`src/rtl/add_arb.sv`:
```
// rtl/add_arb.sv - four-requester round-robin arbiter sharing one adder with a one-entry result register
// Ports:
//   Clk, Rst         rising-edge clock, asynchronous active-high reset
//   req_valid[3:0]   per-requester request valid
//   req_a, req_b     packed operands, requester i at [i*W +: W]
//   req_ready[3:0]   one-hot combinational grant
//   res_valid        result register holds an unconsumed result
//   res_sum, res_carry, res_id   held result, its carry-out and producing requester
//   res_ready        consumer accepts the held result this cycle
module add_arb #(
  parameter int DATAWIDTH = 63
) (
  input  logic                           Clk,
  input  logic                           Rst,
  input  logic [3:0]                     req_valid,
  input  logic [4*(DATAWIDTH+1)-1:0]     req_a,
  input  logic [4*(DATAWIDTH+1)-1:0]     req_b,
  output logic [3:0]                     req_ready,
  output logic                           res_valid,
  output logic [DATAWIDTH:0]             res_sum,
  output logic                           res_carry,
  output logic [1:0]                     res_id,
  input  logic                           res_ready
);
  localparam int W = DATAWIDTH + 1;

  typedef enum logic {EMPTY = 1'b0, FULL = 1'b1} state_t;

  state_t      state, state_next;
  logic [1:0]  rr_ptr;
  logic [1:0]  gidx;
  logic        found;
  logic [1:0]  idx;
  logic        can_accept;
  logic        xfer;
  logic [W-1:0] op_a, op_b;
  logic [W:0]   sum_full;

  assign res_valid  = (state == FULL);
  assign can_accept = !res_valid || res_ready;

  // Scan upward from rr_ptr and pick the first requesting index.
  always_comb begin
    gidx  = 2'd0;
    found = 1'b0;
    idx   = 2'd0;
    for (int k = 0; k < 4; k++) begin
      idx = rr_ptr + 2'(k);
      if (!found && req_valid[idx]) begin
        gidx  = idx;
        found = 1'b1;
      end
    end
  end

  // Grant is suppressed during reset so no requester sees an accept it cannot complete.
  always_comb begin
    req_ready = 4'b0000;
    if (found && can_accept && !Rst) begin
      req_ready[gidx] = 1'b1;
    end
  end

  assign xfer = |req_ready;

  // The single shared adder, fed by the granted requester's operands.
  assign op_a     = req_a[gidx*W +: W];
  assign op_b     = req_b[gidx*W +: W];
  assign sum_full = {1'b0, op_a} + {1'b0, op_b};

  always_comb begin
    state_next = state;
    case (state)
      EMPTY: if (xfer) state_next = FULL;
      FULL:  if (res_ready && !xfer) state_next = EMPTY;
      default: state_next = EMPTY;
    endcase
  end

  always_ff @(posedge Clk or posedge Rst) begin
    if (Rst) begin
      state <= EMPTY;
    end else begin
      state <= state_next;
    end
  end

  // Result fields only load on a transfer; draining leaves them untouched.
  always_ff @(posedge Clk or posedge Rst) begin
    if (Rst) begin
      res_sum   <= '0;
      res_carry <= 1'b0;
      res_id    <= 2'd0;
      rr_ptr    <= 2'd0;
    end else if (xfer) begin
      {res_carry, res_sum} <= sum_full;
      res_id               <= gidx;
      rr_ptr               <= gidx + 2'd1;
    end
  end
endmodule

```
`config.mk`:
```
export PLATFORM = sky130hd
export DESIGN_NAME = add_arb
export DESIGN_NICKNAME = d
export VERILOG_FILES = /design/src/rtl/add_arb.sv
export SDC_FILE = /design/constraint.sdc
export NUM_CORES = 1
export LEC_CHECK = 0
export BUFFER_PORTS_ARGS = -buffer_cell sky130_fd_sc_hd__buf_4
export CORE_AREA = 2 2 231 233
export DETAILED_ROUTE_END_ITERATION = 8
export DIE_AREA = 0 0 233 235
export SLEW_MARGIN = 0
export SYNTH_ARGS = -nofsm -noshare
export SYNTH_HDL_FRONTEND = slang
export SYNTH_SLANG_ARGS = --single-unit
```
`constraint.sdc`:
```
create_clock -name Clk -period 8 [get_ports Clk]
set_input_delay 0 -clock Clk [delete_from_list [all_inputs] [get_ports Clk]]
set_output_delay 0 -clock Clk [all_outputs]
set_load 0.05 [all_outputs]
```
* Yosys cells after proc, flatten, opt, wreduce, memory -nomap -nowiden
Cells that the tools add are included.
** Operators by class
- $lt $le $gt $ge :: 6
- Muxes and demuxes :: 22
- Reduce and logical (&&, ||, !) cells :: 15
- Add/sub/neg operators :: 5
- Shift-type cells :: 2
- Bitwise gates (word level) :: 1
** Operators with widths (count)
- $shiftx A256 B9 Y64 :: 2
- $add A64 B64 Y65 :: 1
- $lt A2 B3 Y1 const B :: 5
- $mux W1 :: 11
- $bmux W1 S2 :: 4
- $mux W2 :: 4
- $logic_and A1 B1 Y1 :: 7
- $logic_not A1 Y1 :: 6
- $add A2 B1 Y2 const B :: 2
- $add A2 B2 Y2 const B :: 2
- $mux W4 :: 1
- $reduce_or A4 Y1 :: 1
- $demux W1 S2 :: 1
- $ge A2 B1 Y1 const B :: 1
- $pmux W1 S2 :: 1
- $logic_or A1 B1 Y1 :: 1
- $not A1 Y1 :: 1
** Storage, ports and cells
- Logic and storage cells :: 56
- Bits of input ports :: 519
- Output and inout port bits :: 72
- Register bits :: 70

* Depth between registers and ports, before layout
- Depth in word-level cells :: 22
- Gate-level depth with buffers :: 22
- Depth with buffers taken out :: 20

* Worst setup path before layout
Ideal clock, no wire load.
- Path kind :: register to register
- Start point :: register rr_ptr[1]
- End point :: register res_sum[58]
- Arrival :: 4.603 ns
- Cell stages (with the launch flop) :: 22
- Period minus slack after synthesis :: 4.726 ns
- Required time :: 7.877 ns
- Slack :: 3.274 ns
- Path buffers :: 2
- Cells stage by stage :: dfrtp_1 mux2i_1 nor2_1 nor3_1 clkbuf_1 clkbuf_1 nand2_1 and3_1 a31oi_1 ha_1 inv_1 fa_1 nor2b_4 o31a_4 o2111ai_4 a2111oi_4 o21ai_2 o41ai_2 o21ai_2 o21bai_4 a21oi_1 o221a_1
** On the way
- Cells in the longest elaborated chain, start to end :: 18
- Elaborated cells on any way between the ends :: 37
- Those cells by class :: add/sub (4); order compare (2); shift (2); mux (19); reduce/logical (10)
** RTL lines
- start: declaration :: RTL line 30 : logic [1:0] rr_ptr;
- start signal: assignment :: RTL line 98 : rr_ptr <= gidx + 2'd1;
- branches (longest 18 deep; another with $add A2 B1 Y2)
- end signal: assignment :: RTL line 96 : {res_carry, res_sum} <= sum_full;
- end: declaration :: RTL line 20 : output logic [DATAWIDTH:0] res_sum,
Parallel ways; which one is timed is not known. The select of a mux whose other input is x is not followed.
A chain may end at the register's enable or synchronous reset.

* Final worst setup path
- Start point :: register rr_ptr[1]
- End point :: register res_sum[52]
Same word-level chain as after synthesis.

==> reports/qor.yml <==
timing:
  finalSetupViolCount: 0
  post-route-min-period_ns: 5.644
  timing.hold.ws_ns: 0.1142
  setup_tns_ns: 0
  finalHoldViolCount: 0
  drv_slew: 0
  fin_crit_sh_pct: 70.55
  relSlewSlack_pct: 33.63
  fmax_mhz: 177.2
  clock_skew_ns: 0.007527
  rsz0062_at_grt: "no"
  tightestPinTransition_ns: 0.9956
placed_design:
  numPortBuffers: 590
  hpwlAfterDp_um: 45770
  gp_congestion: 0.9195
  dp_cells: 2860
critical_path:
  startpoint_type: "flip-flop"
  crit_arrival_ns: 5.88
  critPathMaxFanout: 140
  crit_start: "rr_ptr[1]"
  required_ns: 8.23
  endpoint_kind: "flip-flop"
  r2r_start: "rr_ptr[1]"
  criticalPathCategory: "reg2reg"
yosys:
  synth_nets: 2280
  netlist.area_leader.share_pct: 20.86
  synth_area_per_cell_um2: 6.274
  postSynth.asyncResetShare_pct: 100.0
  ys_types: 80
  yosys.area.top_type: "nand2_1"
  synthCells: 1692
  synth_top_cells_by_count: "nand2_1 (590), a31oi_1 (138), and3_1 (134), a21oi_1 (112), clkbuf_1 (103)"
  ys_warn_count: 0
  yosys_register_bits: 70
  synth_edf_count: 0
  synthTopCellsByArea: "nand2_1 (21%), dfrtp_1 (16%), a31oi_1 (8.1%)"
  ys_seq_area_share_pct: 16.50
  netlist_area_mm2: 0.01062
  synth.most_common_cell: "nand2_1"
  synth_top_flop_cell: "dfrtp_1"
floorplanning:
  num_rows: 84
  dieArea_mm2: 0.05476
  io_pins: 591
  core_mm2: 0.05224
  die_y_um: 235
  start_util_pct: 20.32
  die_w_um: 233
finish:
  final_nets: 2773
  fin_util_pct: 30.27
  areaGrowthSynthToFinish_pct: 48.92
  final_cells: 2878
  final_layout_size_suffix_gt1_share_pct: 29.69
clock_network:
  cts.clk_slew.worst_paths_ns: 0.06
  clock_latency_ns: 0.35
  cts_tree: "done"
  numCtsBuffers: 9
  cts.path.max_buffers: 2
  h-tree-depth: 3
  cts.sinks: 70
  root_buffer: "clkbuf_16"
  cts_setup_buffers: 0
run_status:
  status: "completed"
drt:
  first_pass_iters: 5
  via_per_inst: 4.902
  via_count: 14110
  avgRoutedWirePerCell_um: 19.68
  routed_wl_um: 56640
  ant_nets: 0
  drtIter0Drc: 818
  drc: 0
global_route:
  grt_start_max_net_pins: 140
  grt_pass1_vias: 13810
  grt_pass1_wl_um: 83810
  use_met1_pct: 27.13
  use_met2_pct: 33.15
  overflow: 0
  antenna_found_initial: 0
  use_met3_pct: 2.536
  globalRouteTotalUtil_pct: 19.82
  busiest_layer: "met2"
pwr:
  powerDensity_mw_per_mm2: 481.7
  leakagePower_nw: 7.886
  p_total_mw: 7.616
  irDropWorstVdd_mv: 0.1466
hold_path:
  min_path_type: "in2async"
job:
  max_cap_viol_count: 0
[report_power, final]
part / total [mW] / switching [mW] / internal [mW]
sequential: 0.682 / 0.130 / 0.552
clock: 0.400 / 0.174 / 0.226
combinational: 6.53 / 4.20 / 2.33
[repair_timing]
| action | CTS | global route |
|---|---|---|
| hold buffers | 2 | 0 |
| gates resized for setup | 0 | 0 |
| hold endpoints to repair | 6 | 0 |
[routing by layer]
metal	part of all wire, %	wire, um
met4	1.4	813
met2	47	26620
met5	0	0
met3	5.0	2841
met1	47	26360
[placed cells by master (no fill, tap or decap), types with 26 or more instances in the layout]
| cell | instances |
|---|---|
| buf_4 | 604 |
| nand2_1 | 590 |
| a31oi_1 | 138 |
| and3_1 | 134 |
| a21oi_1 | 112 |
| nor2_1 | 86 |
| dfrtp_1 | 70 |
| ha_1 | 68 |
| o21ai_0 | 54 |
| a21o_1 | 44 |
| xnor2_1 | 27 |
| xor2_1 | 26 |
[critical path, stage by stage (launching register included)]
cell,delay [ns]
dfrtp_1,0.45
nand2b_1,0.17
a21oi_1,0.19
nor3_2,0.13
inv_8,0.53
buf_4,0.60
nand2_1,0.11
and3_1,0.19
a31oi_1,0.21
ha_1,0.36
nand2_1,0.17
o21ai_0,0.16
or3_1,0.33
a31oi_1,0.45
o21ai_0,0.17
a31oi_1,0.24
o21bai_1,0.16
o21ai_0,0.35
nor4b_1,0.28
nor3_1,0.07
[final timing paths]
| check | endpoint | cells past startpoint | slack [ns] |
|---|---|---|---|
| worst max-delay path | res_sum[52] | 19 | 2.36 |
| worst min-delay path | res_valid | 3 | 0.11 |
| worst max register to register | res_sum[52] | 19 | 2.36 |
| worst min register to register | res_sum[40] | 2 | 0.48 |
| max in group asynchronous | res_sum[37] | 4 | 6.71 |
| min in group Clk | res_sum[0] | 6 | 0.25 |
[logic make-up (layout without fill, tap and decap cells)]
logic type	Yosys count	in the layout	synth area share [%]
multiplexers	3	3	0.2946
adder cells (fa/ha/maj)	69	69	8.203
AND/OR/NAND/NOR	913	913	37.95
XOR/XNOR	53	53	4.372
flip-flops	70	70	16.50
other	0	1	0
AO/OA/AOI/OAI	438	438	26.73
buffers and inverters	146	643	5.952
[flip-flops by register name, summed over array words and instances (netlist names)]
name and count:
res_id 2, res_sum 64, res_valid 1, res_carry 1, rr_ptr 2
[final cells by class]
type / count / area [um^2]
Sequential cell: 70 / 1752
Antenna cell: 1 / 2.502
Timing Repair Buffer: 607 / 4574
Multi-Input combinational cell: 1476 / 8262
Clock buffer: 14 / 264.0
Tap cell: 688 / 860.8
Clock inverter: 1 / 5.005
Inverter: 21 / 90.09
Fill cell: 5834 / 36420
[metrics by stage]
stage               area [um^2]  setup WS (ns)
floorplan                 10620          3.274
global placement          15520          2.522
detailed placement        15520          2.415
CTS                       15810          2.390
global route              15810          1.836
finish                    15810          2.356
Power figures use the tool's default switching activity.
